<file path="src/rtl/pin_entry.sv">
// Purpose : ATM keypad front end; packs BCD keys into a 16-bit PIN, offers it downstream, tracks auth failures/lockout.
// Latency : key sampled at posedge N updates pin_out/digit_count at N; enter at N raises pin_valid at N; all outputs registered.
// Backpress: pin_valid and pin_out hold steady in PRESENT until pin_ready; keys ignored meanwhile; card removal aborts the offer.
//
// Ports:
//   clk, rst          clock (posedge) and asynchronous active-low reset
//   card_in           level, card inserted
//   key_valid/key_code  one-cycle key strobe; 0-9 digit, A clear, B backspace, C enter, D-F ignored
//   pin_ready         downstream accepts pin_out this cycle
//   auth_done/auth_ok verdict strobe and verdict
//   pin_out/pin_valid packed BCD PIN (first digit in [15:12]) and its valid flag
//   digit_count       digits buffered (0-4)
//   fail_count        consecutive failed authentications for this card
//   session_active    PIN accepted, held until card removal
//   locked            card locked, held until rst
//   timeout           one-cycle pulse when an idle entry is abandoned
//
// TIMEOUT_CYCLES must be >= 2; MAX_TRIES must be 1..7.
module pin_entry #(
  parameter int TIMEOUT_CYCLES = 1000,
  parameter int MAX_TRIES      = 3
) (
  input  logic        clk,
  input  logic        rst,
  input  logic        card_in,
  input  logic        key_valid,
  input  logic [3:0]  key_code,
  input  logic        pin_ready,
  input  logic        auth_done,
  input  logic        auth_ok,
  output logic [15:0] pin_out,
  output logic        pin_valid,
  output logic [2:0]  digit_count,
  output logic [2:0]  fail_count,
  output logic        session_active,
  output logic        locked,
  output logic        timeout
);

  localparam int              TIMER_W    = $clog2(TIMEOUT_CYCLES);
  localparam logic [TIMER_W-1:0] TIMER_LAST = TIMER_W'(TIMEOUT_CYCLES - 1);
  localparam logic [2:0]      FAIL_LIMIT = 3'(MAX_TRIES);

  localparam logic [3:0] KEY_CLEAR = 4'hA;
  localparam logic [3:0] KEY_BKSP  = 4'hB;
  localparam logic [3:0] KEY_ENTER = 4'hC;

  typedef enum logic [2:0] {
    IDLE,
    COLLECT,
    PRESENT,
    WAIT_AUTH,
    DONE,
    LOCKED
  } state_t;

  state_t               state;
  logic [TIMER_W-1:0]   timer;

  logic                 key_is_digit;
  logic [2:0]           fail_next;

  assign key_is_digit = (key_code <= 4'd9);
  assign fail_next    = fail_count + 3'd1;

  always_ff @(posedge clk or negedge rst) begin
    if (!rst) begin
      state          <= IDLE;
      timer          <= '0;
      pin_out        <= 16'h0000;
      pin_valid      <= 1'b0;
      digit_count    <= 3'd0;
      fail_count     <= 3'd0;
      session_active <= 1'b0;
      locked         <= 1'b0;
      timeout        <= 1'b0;
    end else begin
      timeout <= 1'b0;

      // Card removal outranks everything except a lockout, which keeps the card.
      if (state != LOCKED && !card_in) begin
        state          <= IDLE;
        timer          <= '0;
        pin_out        <= 16'h0000;
        pin_valid      <= 1'b0;
        digit_count    <= 3'd0;
        fail_count     <= 3'd0;
        session_active <= 1'b0;
      end else begin
        unique case (state)
          IDLE: begin
            // card_in is necessarily high here (removal branch handles low).
            state       <= COLLECT;
            timer       <= '0;
            pin_out     <= 16'h0000;
            digit_count <= 3'd0;
          end

          COLLECT: begin
            if (key_valid) begin
              // Any strobe, even an ignored code, counts as activity.
              timer <= '0;
              if (key_is_digit) begin
                if (digit_count < 3'd4) begin
                  pin_out     <= {pin_out[11:0], key_code};
                  digit_count <= digit_count + 3'd1;
                end
              end else if (key_code == KEY_BKSP) begin
                if (digit_count != 3'd0) begin
                  pin_out     <= {4'h0, pin_out[15:4]};
                  digit_count <= digit_count - 3'd1;
                end
              end else if (key_code == KEY_CLEAR) begin
                pin_out     <= 16'h0000;
                digit_count <= 3'd0;
              end else if (key_code == KEY_ENTER) begin
                if (digit_count == 3'd4) begin
                  state     <= PRESENT;
                  pin_valid <= 1'b1;
                end
              end
            end else if (timer == TIMER_LAST) begin
              // Last idle cycle: abandon the partial entry but keep collecting.
              timeout     <= 1'b1;
              timer       <= '0;
              pin_out     <= 16'h0000;
              digit_count <= 3'd0;
            end else begin
              timer <= timer + TIMER_W'(1);
            end
          end

          PRESENT: begin
            // pin_valid is high throughout this state.
            if (pin_ready) begin
              state     <= WAIT_AUTH;
              pin_valid <= 1'b0;
            end
          end

          WAIT_AUTH: begin
            if (auth_done) begin
              if (auth_ok) begin
                state          <= DONE;
                session_active <= 1'b1;
                fail_count     <= 3'd0;
              end else begin
                fail_count  <= fail_next;
                pin_out     <= 16'h0000;
                digit_count <= 3'd0;
                timer       <= '0;
                if (fail_next == FAIL_LIMIT) begin
                  state  <= LOCKED;
                  locked <= 1'b1;
                end else begin
                  state <= COLLECT;
                end
              end
            end
          end

          DONE: begin
            state <= DONE;
          end

          LOCKED: begin
            state <= LOCKED;
          end

          default: begin
            state <= IDLE;
          end
        endcase
      end
    end
  end

endmodule

</file>
<file path="config.mk">
export PLATFORM = sky130hd
export DESIGN_NAME = pin_entry
export DESIGN_NICKNAME = d
export VERILOG_FILES = /design/src/rtl/pin_entry.sv
export SDC_FILE = /design/constraint.sdc
export NUM_CORES = 1
export LEC_CHECK = 0
export CAP_MARGIN = 10
export CORE_ASPECT_RATIO = 1.2
export CORE_MARGIN = 2
export CORE_UTILIZATION = 32
export CTS_CLUSTER_DIAMETER = 100
export DETAILED_ROUTE_END_ITERATION = 6
export HOLD_SLACK_MARGIN = 0.02
export PLACE_DENSITY = 0.52
export REMOVE_ABC_BUFFERS = 1
export SETUP_SLACK_MARGIN = 0.15
export SKIP_LAST_GASP = 1
export SYNTH_ARGS = -nofsm -noshare
export SYNTH_HDL_FRONTEND = slang
export SYNTH_SLANG_ARGS = --single-unit
</file>
<file path="constraint.sdc">
create_clock -name clk -period 1.8 [get_ports clk]
set_input_delay 0.36 -clock clk [delete_from_list [all_inputs] [get_ports clk]]
set_output_delay 0.36 -clock clk [all_outputs]
set_load 0.1 [all_outputs]
</file>
==> impl_results.md <==
- CP Class: reg2reg
- Pwr Total: 2620 µW
- Site Rows: 33
- Power per cell area: 765 mW/mm²
- Synth warnings: 0
- Die height: 94.8 µm
- Final Hold Viols: 0
- Clock Path Buffers: 2
- Register area share after synthesis: 44.4%
- Leak: 0.00146 µW
- 1st-pass router iterations: 4
- Clock sinks: 39
- CP max FO: 3
- Ys async rst share: 100%
- Fin. max-slew vios: 0
- Hpwl dp: 4430 µm
- Routed len/inst: 15.3 µm
- Worst-margin pin slew: 0.494 ns
- Number of nets in the layout: 317
- CP arrival: 1.87 ns
- WL final: 5930 µm
- CTS tree: built
- Fmax: 588 MHz
- Hold_buf cts: 0
- Clock latency on the worst-skew pair: 0.28 ns
- Hold Crit Class: in2async
- Die X: 79.7 µm
- Post-synth EDFFs: 0
- Flops & latches, synth: 39
- Routed vias/inst: 5.33
- DR vias: 2061
- Global-route wire length before repair: 10100 µm
- Max-cap violation count: 0
- Cell Area, Synth: 0.00220 mm²
- Status: finished, final reports clean
- Iter 0 DRT Violations: 47
- Top Ports: 37
- CTS root buf: clkbuf_8
- Clock slew seen by the registers of the worst setup and hold paths: 0.08 ns
- Setup crit start kind: register
- Top cells by area, synth: dfrtp_1 44%, o2bb2ai_1 4.0%, ha_1 3.4%, a32o_1 3.2%, a31oi_1 3.1%
- Final min period: 1.70 ns
- Maximum VDD drop: 0.393 mV
- Post-synthesis average cell area: 9.91 µm²
- Share of layout cells above drive strength 1: 34.7%
- Crit. End Element: register
- Worst slew margin: 67.1%
- Final clock skew: 0.00776 ns
- Leading area contributor after synthesis: dfrtp_1
- Post-route ant nets: 0
- CTS buffer count: 5
- Final instance area: 0.00342 mm²
- Grt total ovfl: 0
- Remaining DRCs: 0
- Core footprint: 0.00673 mm²
- Pin count of the biggest net entering global routing: 22
- Dpl cell area: 0.00319 mm²
- Required time of the critical path: 1.97 ns
- Antenna violations before repair: 0
- Vias in the first global route: 2100
- Die Area: 0.00756 mm²
- Commonest cells post-synth: 39 x dfrtp_1, 13 x inv_1, 13 x nand3_1
- Initial core utilization: 32.7%
- Overall Global Routing Usage: 17.0%
- Post-Syn Instances: 222
- Ys flop type: dfrtp_1
- Dominant cell by count in the synthesized netlist: dfrtp_1
- Distinct cells, synth: 49
- Final setup viols: 0
- # H-tree levels: 2
- Gpl congestion: 0.816
- Unrepaired setup endpoints after global routing: yes
- Area grow syn2layout: 55.5%
- Port Buffer Count: 36
- Diodes inserted: 0
- Fin crit share: 94.5%
- Share of the synthesized area in the top cell type: 44.4%
[power breakdown]
group	switching, µW	total, µW	internal [µW]
clock network	301	602	301
registers	46.4	965	919
logic	593	1050	455
total	941	2620	1670
[routing by layer]
layer	part of all wire [%]	vias up	track usage (%)
met3	3.3	6	2.77
li1	-	1004	-
met4	1.1	0	4.45
met5	0	-	0
met1	43	1013	20.2
met2	52	38	31.7
[stage by stage]
step	setup slack [ns]	hold slack, ns	utilization [%]	setup TNS [ns]	instances
floorplan	-0.597	0.0644	-	-9.26	209
global placement	-0.313	0.353	47.4	-6.69	374
detailed placement	-0.367	0.352	47.4	-7.90	374
CTS	0.0913	0.0360	50.1	0	383
global route	0.00637	0.0560	50.8	0	387
finish	0.0993	0.0267	50.8	0	387
[path summary, 6_finish.rpt]
path | from | end | slack [ns] | depth (start not counted)
min in group clk | timer[9] | timer[9] | 0.50 | 1
max in group asynchronous | rst | timeout | 1.28 | 2
max reg2reg | timer[0] | pin_out[3] | 0.1 | 6
min reg2reg | timer[9] | timer[9] | 0.50 | 1
min | rst | pin_out[13] | 0.03 | 1
max | timer[0] | pin_out[3] | 0.1 | 6
[sequential cells by signal, indices dropped and copies added, names as in the netlist]
register and flops:
pin_valid 1, timeout 1, pin_out 16, digit_count 3, locked 1, timer 10
fail_count 3, state 3, session_active 1
[kinds of logic (layout without fill, tap and decap cells)]
kind of cell,after synthesis,in the layout,synth area share (%)
buffers and inverters,26,104,5.06
AND/OR/NAND/NOR,71,71,19.2
flip-flops,39,39,44.4
AO/OA/AOI/OAI,77,77,26.6
multiplexers,3,3,1.42
adder cells (fa/ha/maj),6,6,3.41
[worst max-delay path, stage by stage, from the launching register on]
cell and delay, ns:
dfrtp_1 0.39, ha_2 0.20, nand4bb_1 0.13, nor4_2 0.05
buf_4 0.14, o32ai_4 0.35, mux2_4 0.33
[placed cells by master, fill, tap and decap left out, drive strengths merged, types with 6 or more instances in the layout]
master   count
inv         13
a21oi       12
nand2       11
ha           6
a22oi        8
dfrtp       39
o21ai        9
clkbuf       6
a31oi       11
o2bb2ai     10
nand3       13
buf         75
nor2        10
nor2b        8
a32o         7
[cell type report]
type | instances | area (µm²)
fill | 607 | 3310
multi-input combinational | 157 | 1200
timing repair buffer | 84 | 997
clock inverter | 1 | 5.00
tap | 87 | 109
sequential | 39 | 976
inverter | 13 | 48.8
clock buffer | 6 | 82.6
[timing repair]
action	4_1_cts	5_1_grt
endpoints found under the setup margin	28	29
pin swaps	4	4
gates cloned	0	0
setup buffers	2	4
gates resized for setup	24	6
No activity file was read; power rests on OpenSTA's default activity.
